`src/rtl/regfile_2w_sb.sv`:
```
// regfile_2w_sb: register file with two write ports and a pending-bit
// scoreboard for in-flight loads.
//
// Write port 0 carries ALU writeback and write port 1 carries load
// writeback. When both ports target the same register, port 1 wins.
//
// All state changes on the falling edge of clock. ctrl_reset_n is an
// asynchronous, active-low reset that clears the array and the scoreboard.
//
// Register 0 is hardwired: it reads as zero, ignores writes and is never
// marked pending.
//
// Optional feature: define REGFILE_BYPASS_EN to forward same-edge write data
// (and the matching busy state) combinationally onto the read ports.
// Without it, reads and busy flags reflect stored state only.
module regfile_2w_sb #(
  parameter int DATA_WIDTH = 32,
  parameter int ADDR_WIDTH = 5,
  parameter int SCORE_REG  = 1,
  parameter int STATUS_REG = 30
) (
  input  logic                  clock,
  input  logic                  ctrl_reset_n,
  input  logic                  ctrl_writeEnable0,
  input  logic                  ctrl_writeEnable1,
  input  logic [ADDR_WIDTH-1:0] ctrl_writeReg0,
  input  logic [ADDR_WIDTH-1:0] ctrl_writeReg1,
  input  logic [DATA_WIDTH-1:0] data_writeReg0,
  input  logic [DATA_WIDTH-1:0] data_writeReg1,
  input  logic [ADDR_WIDTH-1:0] ctrl_readRegA,
  input  logic [ADDR_WIDTH-1:0] ctrl_readRegB,
  output logic [DATA_WIDTH-1:0] data_readRegA,
  output logic [DATA_WIDTH-1:0] data_readRegB,
  input  logic                  ctrl_reserve,
  input  logic [ADDR_WIDTH-1:0] ctrl_reserveReg,
  output logic                  data_busyA,
  output logic                  data_busyB,
  output logic [ADDR_WIDTH:0]   data_busyCount,
  output logic [DATA_WIDTH-1:0] data_score,
  output logic [DATA_WIDTH-1:0] data_rstatus
);

  localparam int DEPTH = 2 ** ADDR_WIDTH;
  localparam logic [ADDR_WIDTH-1:0] SCORE_IDX  = SCORE_REG[ADDR_WIDTH-1:0];
  localparam logic [ADDR_WIDTH-1:0] STATUS_IDX = STATUS_REG[ADDR_WIDTH-1:0];

  logic [DATA_WIDTH-1:0] regs [DEPTH];
  logic [DEPTH-1:0]      pending;
  logic [DEPTH-1:0]      pending_next;
  logic [ADDR_WIDTH:0]   busy_count;
  logic [ADDR_WIDTH:0]   count_next;

  logic wr0_ok;
  logic wr1_ok;
  logic res_ok;

  logic [DATA_WIDTH-1:0] read_a;
  logic [DATA_WIDTH-1:0] read_b;
  logic                  busy_a;
  logic                  busy_b;

  // A port only acts when enabled and aimed at a nonzero register.
  assign wr0_ok = ctrl_writeEnable0 && (ctrl_writeReg0 != '0);
  assign wr1_ok = ctrl_writeEnable1 && (ctrl_writeReg1 != '0);
  assign res_ok = ctrl_reserve && (ctrl_reserveReg != '0);

  // Next scoreboard: writes clear their destination, then a reserve sets its
  // target, so a same-edge reserve overrides a write's clear.
  always_comb begin
    pending_next = pending;
    if (wr0_ok) begin
      pending_next[ctrl_writeReg0] = 1'b0;
    end
    if (wr1_ok) begin
      pending_next[ctrl_writeReg1] = 1'b0;
    end
    if (res_ok) begin
      pending_next[ctrl_reserveReg] = 1'b1;
    end
    pending_next[0] = 1'b0;
  end

  // Population count of the next scoreboard, registered with it so the count
  // always matches the stored bits.
  always_comb begin
    count_next = '0;
    for (int i = 0; i < DEPTH; i++) begin
      count_next = count_next + {{ADDR_WIDTH{1'b0}}, pending_next[i]};
    end
  end

  // Register array update: port 1 is written last so it wins a shared
  // destination.
  always_ff @(negedge clock or negedge ctrl_reset_n) begin
    if (!ctrl_reset_n) begin
      for (int i = 0; i < DEPTH; i++) begin
        regs[i] <= '0;
      end
    end else begin
      if (wr0_ok) begin
        regs[ctrl_writeReg0] <= data_writeReg0;
      end
      if (wr1_ok) begin
        regs[ctrl_writeReg1] <= data_writeReg1;
      end
    end
  end

  // Scoreboard bits and their count.
  always_ff @(negedge clock or negedge ctrl_reset_n) begin
    if (!ctrl_reset_n) begin
      pending    <= '0;
      busy_count <= '0;
    end else begin
      pending    <= pending_next;
      busy_count <= count_next;
    end
  end

  // Read port A: stored value, optionally overridden by a same-edge write.
  always_comb begin
    read_a = regs[ctrl_readRegA];
    busy_a = pending[ctrl_readRegA];
`ifdef REGFILE_BYPASS_EN
    if (ctrl_reset_n) begin
      if (wr1_ok && (ctrl_writeReg1 == ctrl_readRegA)) begin
        read_a = data_writeReg1;
        busy_a = res_ok && (ctrl_reserveReg == ctrl_readRegA);
      end else if (wr0_ok && (ctrl_writeReg0 == ctrl_readRegA)) begin
        read_a = data_writeReg0;
        busy_a = res_ok && (ctrl_reserveReg == ctrl_readRegA);
      end
    end
`endif
    if (ctrl_readRegA == '0) begin
      read_a = '0;
      busy_a = 1'b0;
    end
  end

  // Read port B: same structure as port A.
  always_comb begin
    read_b = regs[ctrl_readRegB];
    busy_b = pending[ctrl_readRegB];
`ifdef REGFILE_BYPASS_EN
    if (ctrl_reset_n) begin
      if (wr1_ok && (ctrl_writeReg1 == ctrl_readRegB)) begin
        read_b = data_writeReg1;
        busy_b = res_ok && (ctrl_reserveReg == ctrl_readRegB);
      end else if (wr0_ok && (ctrl_writeReg0 == ctrl_readRegB)) begin
        read_b = data_writeReg0;
        busy_b = res_ok && (ctrl_reserveReg == ctrl_readRegB);
      end
    end
`endif
    if (ctrl_readRegB == '0) begin
      read_b = '0;
      busy_b = 1'b0;
    end
  end

  assign data_readRegA  = read_a;
  assign data_readRegB  = read_b;
  assign data_busyA     = busy_a;
  assign data_busyB     = busy_b;
  assign data_busyCount = busy_count;
  assign data_score     = regs[SCORE_IDX];
  assign data_rstatus   = regs[STATUS_IDX];

endmodule

```
`config.mk`:
```
export PLATFORM = sky130hd
export DESIGN_NAME = regfile_2w_sb
export DESIGN_NICKNAME = d
export VERILOG_FILES = /design/src/rtl/regfile_2w_sb.sv
export SDC_FILE = /design/constraint.sdc
export NUM_CORES = 2
export LEC_CHECK = 0
export ABC_AREA = 1
export CORE_MARGIN = 4
export CORE_UTILIZATION = 40
export CTS_CLUSTER_DIAMETER = 200
export DETAILED_ROUTE_END_ITERATION = 10
export DONT_BUFFER_PORTS = 1
export PLACE_DENSITY = 0.59
export SYNTH_ARGS = -nofsm -noshare
export SYNTH_HDL_FRONTEND = slang
export SYNTH_SLANG_ARGS = --single-unit
```
`constraint.sdc`:
```
create_clock -name clock -period 6.37 [get_ports clock]
set_input_delay 1.5925 -clock clock [delete_from_list [all_inputs] [get_ports clock]]
set_output_delay 1.5925 -clock clock [all_outputs]
set_load 0.05 [all_outputs]
```
==> key figures <==
Clock network
  • Clock transition at path regs: 0.05 ns
  • TritonCTS clock tree: built
  • CTS Hold Bufs: 0
  • Root buffer cell: clkbuf_16
  • Clock latency on the worst-skew pair: 0.74 ns
  • H-tree Lvls: 4
  • CTS buffer count: 133
  • Num Clock Sinks: 1061
  • CTS Buffer Depth: 3

Synth
  • Synth cell types: 31
  • Ys flop type: dfrtn_1
  • Mux cell area share after synthesis: 0%
  • Simple-Gate Fraction of Synth Area: 36.1%
  • Sequential cell area fraction in the yosys report: 37.8%
  • EDFF count, synth: 0
  • Syn Nets: 11.0k
  • Synth Cell Area: 70200 um^2
  • Synthesis-stage register bit count: 1061
  • Count leader, synth: nand2_1
  • Adder-cell share of the synthesized area: 0.781%
  • Largest area contributor in the netlist: dfrtn_1
  • Synth Area in XOR/XNOR: 0.0374%
  • Ys async rst share: 100%
  • Cells after Synth: 10.9k
  • Ys Warns: 0
  • Post-synth top area share: 37.8%
  • Post-synthesis compound-gate area fraction: 16.1%
  • Most frequent cells after synthesis: 3581 x nand2_1, 1580 x nand3_1, 1061 x dfrtn_1, 957 x o21ai_0, 951 x nor2_1
  • Combinational family with the most area after synthesis: simple AND/OR/NAND/NOR gates
  • Syn avg cell area: 6.43 um^2
  • Synth area leaders: dfrtn_1 38%, nand2_1 19%, nand3_1 11%, o21ai_0 6.8%, nor2_1 5.1%

Routing
  • Drt via density: 6.46
  • TritonRoute pass-1 iters: 8
  • DR DRC count: 0
  • Wirelength per Cell: 30.9 um
  • Final ANT Viol Nets: 0
  • Post-Route WL: 407 mm
  • Initial DRC Count: 14.3k
  • DR vias: 84.9k

Placement
  • DP HPWL: 222 mm
  • PortBufs: 0
  • Cell Area, Placed: 74900 um^2
  • Dpl cells: 12.8k
  • Gpl congestion: 1.01

Power and ir drop
  • Share of power burned in registers: 35.4%
  • Power Dens Cells: 343 nW/um^2
  • Comb pwr share: 36.5%
  • Switch share: 37.6%
  • Psw: 10.8 mW
  • Peak supply drop: 960 uV
  • LEAKAGE: 39.0 nW
  • Power Internal: 18.0 mW
  • Clock Power Share: 28.1%

Worst setup path
  • CP max FO: 6
  • Critical Path RT: 3.75 ns
  • CP endpoint kind: register
  • Startpoint types: input pin
  • Arrival time at the worst endpoint: 6.71 ns
  • R2R depth: 20
  • Critical path type: in -> reg

Floorplan
  • Die Ht: 427 um
  • Die Area: 182000 um^2
  • Die Wd: 427 um
  • Row cnt: 153
  • Core ar.: 174000 um^2
  • Initial Utilization: 40.3%
  • I/O pin cnt: 230

GRT
  • GRT Util Overall: 42.9%
  • Vias in the first global route: 79.3k
  • Met3 track demand over resource: 14.7%
  • First-pass GRT wire length: 570 mm
  • Total gr overflow: 0
  • Gr busiest metal: met2
  • Pin count of the biggest net entering global routing: 583
  • Initial antenna violation count: 12
  • Met1 global-route usage: 51.3%
  • Routing usage on met2: 60.9%

Final layout
  • Non-Filler Instances: 13.1k
  • Final Util: 48.4%
  • Area Overhead vs Synth: 20.0%
  • Share of cells above drive strength 1: 16.5%
  • Finished Cell Area: 84300 um^2
  • Total Nets Final: 10.8k

Timing
  • Max Clock Skew: 0.0194 ns
  • Unrepaired setup endpoints after global routing: true
  • Final setup violation count: 74
  • Slew headroom: -7.97%
  • Setup ws final: -2.96 ns
  • Final Hold Fails: 0
  • Worst-Margin Slew: 1.62 ns
  • Max-slew violations: 75

Worst hold path
  • Worst Hold Class: reg -> reg
  • WHS Path Cells: 0

Flow run
  • Max Cap Viol: 0

Status
  • Status: complete, but fails checks
  • Failing checks: slew limit, setup timing
==> worst max-delay path: stages <==
cell     delay [ns]
inv_6          0.02
buf_6          0.10
nor3_4         0.13
nand4_1        0.25
nand3_1        0.18
o21ai_2        0.09
fa_1           0.56
inv_2          0.05
fa_1           0.48
fa_1           0.52
inv_2          0.04
fa_1           0.53
inv_1          0.05
fa_1           0.47
fa_1           0.51
inv_1          0.05
fa_2           0.36
fa_2           0.36
a21oi_2        0.12
nor2_1         0.05
nor2_1         0.11
xnor2_1        0.08
==> layout by cell type (no fill, tap or decap), drive strengths merged <==
master / n
fa: 23
clkinvlp: 1
xnor2: 1
dfrtn: 1061
inv: 454
o211ai: 207
nand3: 1582
a21oi: 290
o21a: 1
ha: 7
o21ai: 1153
a22oi: 4
clkinv: 49
nand2: 3582
diode: 12
buf: 767
a31oi: 10
xor2: 2
bufbuf: 2
o22ai: 385
nor3: 46
clkbuf: 200
nand4: 8
bufinv: 11
nor2: 962
==> power groups by stage <==
stage	sequential [mW]	clock [mW]	combinational [mW]
finish	10.2	8.10	10.5
CTS	10.1	8.08	10.0
global placement	10.2	0	8.94
detailed placement	10.2	0	9.06
global route	10.4	8.34	11.7
floorplan	9.84	0	6.46
==> final timing paths <==
kind / startpoint / end / slack, ns
setup / recovery: ctrl_writeReg1[4] / data_busyCount[4] / -2.96
hold / removal: regs[1016] / regs[1016] / 0.35
setup reg to reg: pending[16] / data_busyCount[4] / 0.92
hold reg to reg: regs[1016] / regs[1016] / 0.35
max in group asynchronous: ctrl_reset_n / regs[11] / 0.12
min in group asynchronous: ctrl_reset_n / regs[153] / 3.66
==> registers in the layout (all words and copies together), names as in the netlist <==
name and count:
data_busyCount 6, data_rstatus 32, data_score 32, pending 31, regs 960
==> final cells by class <==
cell class	instances	area (um^2)
sequential	1061	26600
fill	17500	89900
antenna	12	30.0
multi-input combinational	8263	41000
clock inverter	31	463
inverter	484	1880
timing repair buffer	771	7480
clock buffer	198	4000
tap	2325	2910
==> logic make-up (layout without fill, tap and decap cells) <==
group                      after synthesis  in the layout
other                                    0             12
adders and majority gates               30             30
AOI/OAI and AO/OA                     2050           2050
DFF                                   1061           1061
xor gates and xnor gates                 3              3
and+or+nand+nor                       6180           6180
buffers and inverters                 1589           1484
==> what timing repair did <==
action                     CTS  global route
gates resized for setup    683           413
setup endpoints to repair  451           328
cloned                       3             1
buffers inserted            66            43
hold endpoints to repair     0             0
pin swaps                  361           419
==> metal layers <==
| metal | vias to the layer above | part of all wire (%) | routed length (um) |
|---|---|---|---|
| li1 | 35400 | - | - |
| met1 | 39800 | 34 | 139000 |
| met2 | 7637 | 41 | 166000 |
| met3 | 2090 | 15 | 59000 |
| met4 | 4 | 10 | 42200 |
| met5 | - | 0.014 | 57 |
==> per-stage QoR <==
stage / setup slack, ns / TNS (ns) / hold slack (ns) / power [mW]
4_1_cts: -2.91 / -50.75 / 0.348 / 28.2
3_3_place_gp: -3.85 / -1078.47 / 0.345 / 19.1
6_report: -2.96 / -54.37 / 0.348 / 28.9
2_1_floorplan: -3.51 / -19.43 / 0.411 / 16.3
5_1_grt: -3.14 / -57.79 / 0.356 / 30.4
3_5_place_dp: -3.74 / -1126.20 / 0.348 / 19.2
Note: power is estimated with default switching activity, not from simulation.
